## src/rtl/gcd_unit.sv

```systemverilog
// Iterative subtract-and-swap Euclid GCD engine with a start/done handshake.
// One subtraction per clock; result, coprime flag and step count are held until the next start.
module gcd_unit #(
  parameter int WIDTH = 16
) (
  input  logic             CLK,
  input  logic             reset,
  input  logic             start,
  input  logic [WIDTH-1:0] a_in,
  input  logic [WIDTH-1:0] b_in,
  output logic             busy,
  output logic             done,
  output logic [WIDTH-1:0] result,
  output logic             coprime,
  output logic [WIDTH-1:0] steps
);

  typedef enum logic [1:0] {
    IDLE = 2'd0,
    RUN  = 2'd1,
    DONE = 2'd2
  } state_t;

  localparam logic [WIDTH-1:0] ZERO     = '0;
  localparam logic [WIDTH-1:0] ONE      = {{(WIDTH-1){1'b0}}, 1'b1};
  localparam logic [WIDTH-1:0] STEP_MAX = '1;

  state_t           state;
  state_t           state_next;
  logic [WIDTH-1:0] a_q;
  logic [WIDTH-1:0] b_q;
  logic [WIDTH-1:0] count_q;
  logic [WIDTH-1:0] a_next;
  logic [WIDTH-1:0] b_next;
  logic [WIDTH-1:0] count_next;
  logic [WIDTH-1:0] count_inc;
  logic [WIDTH-1:0] result_next;
  logic             coprime_next;
  logic             load;
  logic             finish;
  logic [WIDTH-1:0] finish_val;

  always_ff @(posedge CLK or posedge reset) begin
    if (reset) begin
      state <= IDLE;
    end else begin
      state <= state_next;
    end
  end

  always_ff @(posedge CLK or posedge reset) begin
    if (reset) begin
      a_q     <= ZERO;
      b_q     <= ZERO;
      count_q <= ZERO;
      result  <= ZERO;
      coprime <= 1'b0;
    end else begin
      a_q     <= a_next;
      b_q     <= b_next;
      count_q <= count_next;
      result  <= result_next;
      coprime <= coprime_next;
    end
  end

  // The counter never wraps; legal inputs cannot reach the ceiling anyway.
  assign count_inc = (count_q == STEP_MAX) ? count_q : count_q + ONE;

  always_comb begin
    state_next   = state;
    a_next       = a_q;
    b_next       = b_q;
    count_next   = count_q;
    result_next  = result;
    coprime_next = coprime;
    load         = 1'b0;
    finish       = 1'b0;
    finish_val   = ZERO;

    case (state)
      IDLE: begin
        load = start;
      end

      RUN: begin
        // Zero checks come first so a zero operand never enters the subtract loop.
        if (b_q == ZERO) begin
          finish     = 1'b1;
          finish_val = a_q;
        end else if (a_q == ZERO) begin
          finish     = 1'b1;
          finish_val = b_q;
        end else if (a_q == b_q) begin
          finish     = 1'b1;
          finish_val = a_q;
        end else if (a_q > b_q) begin
          a_next     = a_q - b_q;
          count_next = count_inc;
        end else begin
          b_next     = b_q - a_q;
          count_next = count_inc;
        end
      end

      DONE: begin
        state_next = IDLE;
        load       = start;
      end

      default: begin
        state_next = IDLE;
      end
    endcase

    if (finish) begin
      result_next  = finish_val;
      coprime_next = (finish_val == ONE);
      state_next   = DONE;
    end

    // Accepting a new pair clears the previously held outputs.
    if (load) begin
      a_next       = a_in;
      b_next       = b_in;
      count_next   = ZERO;
      result_next  = ZERO;
      coprime_next = 1'b0;
      state_next   = RUN;
    end
  end

  assign busy  = (state == RUN);
  assign done  = (state == DONE);
  assign steps = count_q;

endmodule

```

## config.mk

```make
export PLATFORM = sky130hd
export DESIGN_NAME = gcd_unit
export DESIGN_NICKNAME = d
export VERILOG_FILES = /design/src/rtl/gcd_unit.sv
export SDC_FILE = /design/constraint.sdc
export NUM_CORES = 1
export LEC_CHECK = 0
export BUFFER_PORTS_ARGS = -buffer_cell sky130_fd_sc_hd__buf_2
export CAP_MARGIN = 30
export CORE_MARGIN = 3
export CORE_UTILIZATION = 52
export CTS_BUF_LIST = sky130_fd_sc_hd__clkbuf_16
export DETAILED_ROUTE_END_ITERATION = 10
export PLACE_DENSITY = 0.83
export SETUP_SLACK_MARGIN = 0.5
export SLEW_MARGIN = 25
export SYNTH_ARGS = -nofsm -noshare
export SYNTH_HDL_FRONTEND = slang
export SYNTH_SLANG_ARGS = --single-unit
```

## constraint.sdc

```tcl
create_clock -name CLK -period 3.45 [get_ports CLK]
set_input_delay 0.1725 -clock CLK [delete_from_list [all_inputs] [get_ports CLK]]
set_output_delay 0.1725 -clock CLK [all_outputs]
set_load 0.01 [all_outputs]
```

==> flow_metrics.tcl <==
set metrics [dict create \
    outcome "finished with violations" \
    violations "hold timing" \
    track_usage_pct 27.22 \
    drive_above_1_share_pct 23.49 \
    whs_ps -22.22 \
    synth_area_um2 4999 \
    hold_class "in2async" \
    r2r_slack_ps 540 \
    root_buffer "clkbuf_16" \
    routed_wl_um 15220 \
    clock_latency_ps 340 \
    via_per_inst 6.341 \
    h-tree-depth 3 \
    rr_startpoint "a_q[0]$_DFFE_PP0P_" \
    syn_to_final_growth_pct 20.53 \
    startpoint "a_q[0]$_DFFE_PP0P_" \
    yosysUniqueCellTypes 65 \
    seq_area_frac_synth_pct 33.54 \
    reg2reg_to "a_q[0]$_DFFE_PP0P_" \
    synth_ff_type "dfrtp_1" \
    finalCritPeriodShare_pct 84.22 \
    drt-pass1-iter-count 6 \
    start_util_pct 53.84 \
    slew-limit-headroom_pct 47.75 \
    ff2ff_path_depth 11 \
    drcViolationCount 0 \
    cp-end-kind "flip-flop" \
    cts_tree "done" \
    drt-initial-drc-count 476 \
    wire_per_inst_um 19.61 \
    vias 4921 \
    cp.arrival_ps 3130 \
    drv_slew 0 \
    register_area_um2 1680 \
    setup_tns_ps 0 \
    cp-start-kind "flip-flop" \
    rows 35 \
    skew_ps 13.03 \
    async_flop_share_pct 100.0 \
    portBuffers 69 \
    timing.fmax_mhz 344.2 \
    grt_first_pass_wirelength_um 23780 \
    n_antenna_cell 0 \
    fp.dieArea_um2 10830 \
    synth_area_per_cell_um2 8.739 \
    ys_ff_latch 67 \
    coreArea_um2 9284 \
    yosys_warnings 0 \
    ant_nets 0 \
    grt_max_degree 38 \
    dp_hpwl_um 10650 \
    worstPathMaxFanout 14 \
    maxCapViolations 0 \
    hold_viol_final 36 \
    n_fill_cell 774 \
    setup_viol 0 \
    synth_edf_count 0 \
    fin_nets 711 \
    die_w_um 104.0 \
    critPathRequiredTime_ps 3680 \
    setup.worst_path.class "reg2reg" \
    cts.sinks 67 \
    cts_buffers 9 \
    clkTransAtPathRegs_ps 60 \
    clock_path_buffers 2 \
    multi_input_area_um2 3129 \
    ios 70 \
    synth_fp_nets 641 \
    die_h_um 104.0 \
    grt_overflow 0 \
    routabilityCongestion 1.085 \
    antenna_found_initial 0 \
    syn_inst 572 \
    worst_pin_slew_ps 782.5 \
    post-route-min-period_ps 2906 \
    rsz0062_at_grt "yes" \
    grt_pass1_vias 4750 \
]
## worst max-delay path by stage
stage                              end  slack [ps]  cells past startpoint
finish              a_q[0]$_DFFE_PP0P_         540                     11
global placement    a_q[0]$_DFFE_PP0P_         390                     11
global route        a_q[0]$_DFFE_PP0P_         430                     11
floorplan           b_q[3]$_DFFE_PP0P_         700                     11
detailed placement  a_q[0]$_DFFE_PP0P_         290                     11
CTS                 a_q[0]$_DFFE_PP0P_         420                     11
## what timing repair did
action	4_1_cts	5_1_grt
gates cloned	0	0
hold buffers	0	0
endpoints found under the setup margin	44	43
setup buffers	2	5
pin swaps	0	7
gates resized for setup	7	25
## kinds of logic (layout without fill, tap and decap cells)
kind of cell	after synthesis	after routing	share of synthesized area, %
and+or+nand+nor	189	189	20.38
AOI/OAI and AO/OA	172	172	24.78
DFF	67	67	33.54
muxes	2	2	0.4005
xor gates and xnor gates	33	33	5.782
adders and majority gates	34	34	8.811
buffers and inverters	75	150	6.308
## Yosys cell counts, types with 4 or more instances
cell type / n / area [um2]
dfrtp_1: 67 / 1677
and3_1: 8 / 50.05
a21oi_1: 33 / 165.2
o21ai_0: 27 / 135.1
ha_1: 32 / 400.4
clkbuf_1: 19 / 71.32
a221o_1: 14 / 140.1
buf_2: 12 / 60.06
xnor2_1: 22 / 192.7
nand4_1: 6 / 37.54
a31o_2: 4 / 35.03
nor2_1: 36 / 135.1
nor2b_1: 7 / 43.79
a311oi_1: 5 / 43.79
nand2_1: 50 / 187.7
a31oi_1: 6 / 37.54
and2_1: 15 / 93.84
inv_1: 40 / 150.1
a22oi_1: 17 / 127.6
nor4_1: 9 / 56.30
nand3_1: 18 / 90.09
nand2b_1: 5 / 31.28
a21o_1: 12 / 90.09
o211ai_1: 22 / 165.2
xor2_1: 11 / 96.34
nor3_1: 8 / 40.04
or3_1: 5 / 31.28
o21a_1: 4 / 30.03
## layout make-up
| class | count | share of cell area [%] |
|---|---|---|
| clock inverter | 7 | 2.347 |
| tap | 129 | 2.679 |
| inverter | 40 | 2.492 |
| timing repair buffer | 94 | 8.910 |
| multi-input combinational | 430 | 51.94 |
| sequential | 67 | 27.89 |
| clock buffer | 9 | 3.738 |
## layout by cell type (no fill, tap or decap), drive strengths merged, types with 3 or more instances in the layout
cell type | netlist | layout
nor3 | 10 | 10
and4 | 3 | 3
a221o | 14 | 14
and2 | 15 | 15
a2111oi | 3 | 3
ha | 32 | 32
o211ai | 22 | 22
dfrtp | 67 | 67
nand3 | 18 | 18
a21oi | 33 | 33
xor2 | 11 | 11
o21a | 4 | 4
xnor2 | 22 | 22
inv | 40 | 41
o32ai | 3 | 3
o21bai | 4 | 4
buf | 16 | 94
o21ai | 29 | 29
a31o | 4 | 4
or3 | 5 | 5
nand4b | 3 | 3
nor2 | 36 | 36
and3 | 8 | 8
a31oi | 6 | 6
clkbuf | 19 | 9
bufinv | 0 | 4
a311oi | 5 | 5
nor4b | 3 | 3
nand2b | 5 | 5
a21o | 12 | 12
a22oi | 17 | 17
nor4 | 11 | 11
nand2 | 51 | 51
nor2b | 7 | 7
nand4 | 8 | 8
## metrics by stage
step	setup slack (ps)	area [um2]	utilization (%)	instances	hold WS, ps
2_1_floorplan	701.9	4999	-	572	305.0
3_3_place_gp	391.3	5483	59.06	753	363.9
3_5_place_dp	294.8	5483	59.06	753	362.6
4_1_cts	421.2	5893	63.48	771	11.50
5_1_grt	428.7	6025	64.89	776	61.95
6_report	544.4	6025	64.89	776	-22.22
## worst max-delay path, stage by stage, from the launching register on
cell	delay, ps
dfrtp_1	400
inv_1	110
ha_1	250
fa_2	370
nor2b_2	140
o31a_1	260
a21oi_4	110
a21oi_4	250
nor4_4	80
buf_6	180
or4_1	520
o311ai_1	120
## routing by layer
layer | GRT usage [%] | up-vias | routed length [um]
met5 | 0 | - | 0
met4 | 13.49 | 0 | 665
met2 | 44.75 | 303 | 7121
met3 | 5.897 | 64 | 1445
met1 | 33.89 | 2325 | 5986
li1 | - | 2229 | -
## flip-flops by register name (all words and copies together) (netlist names)
register,count
steps,16
a_q,16
b_q,16
state,2
result,16
coprime,1
Power is not shown: default switching activity piles up to over one toggle a cycle in this logic, so the estimate is an artifact.
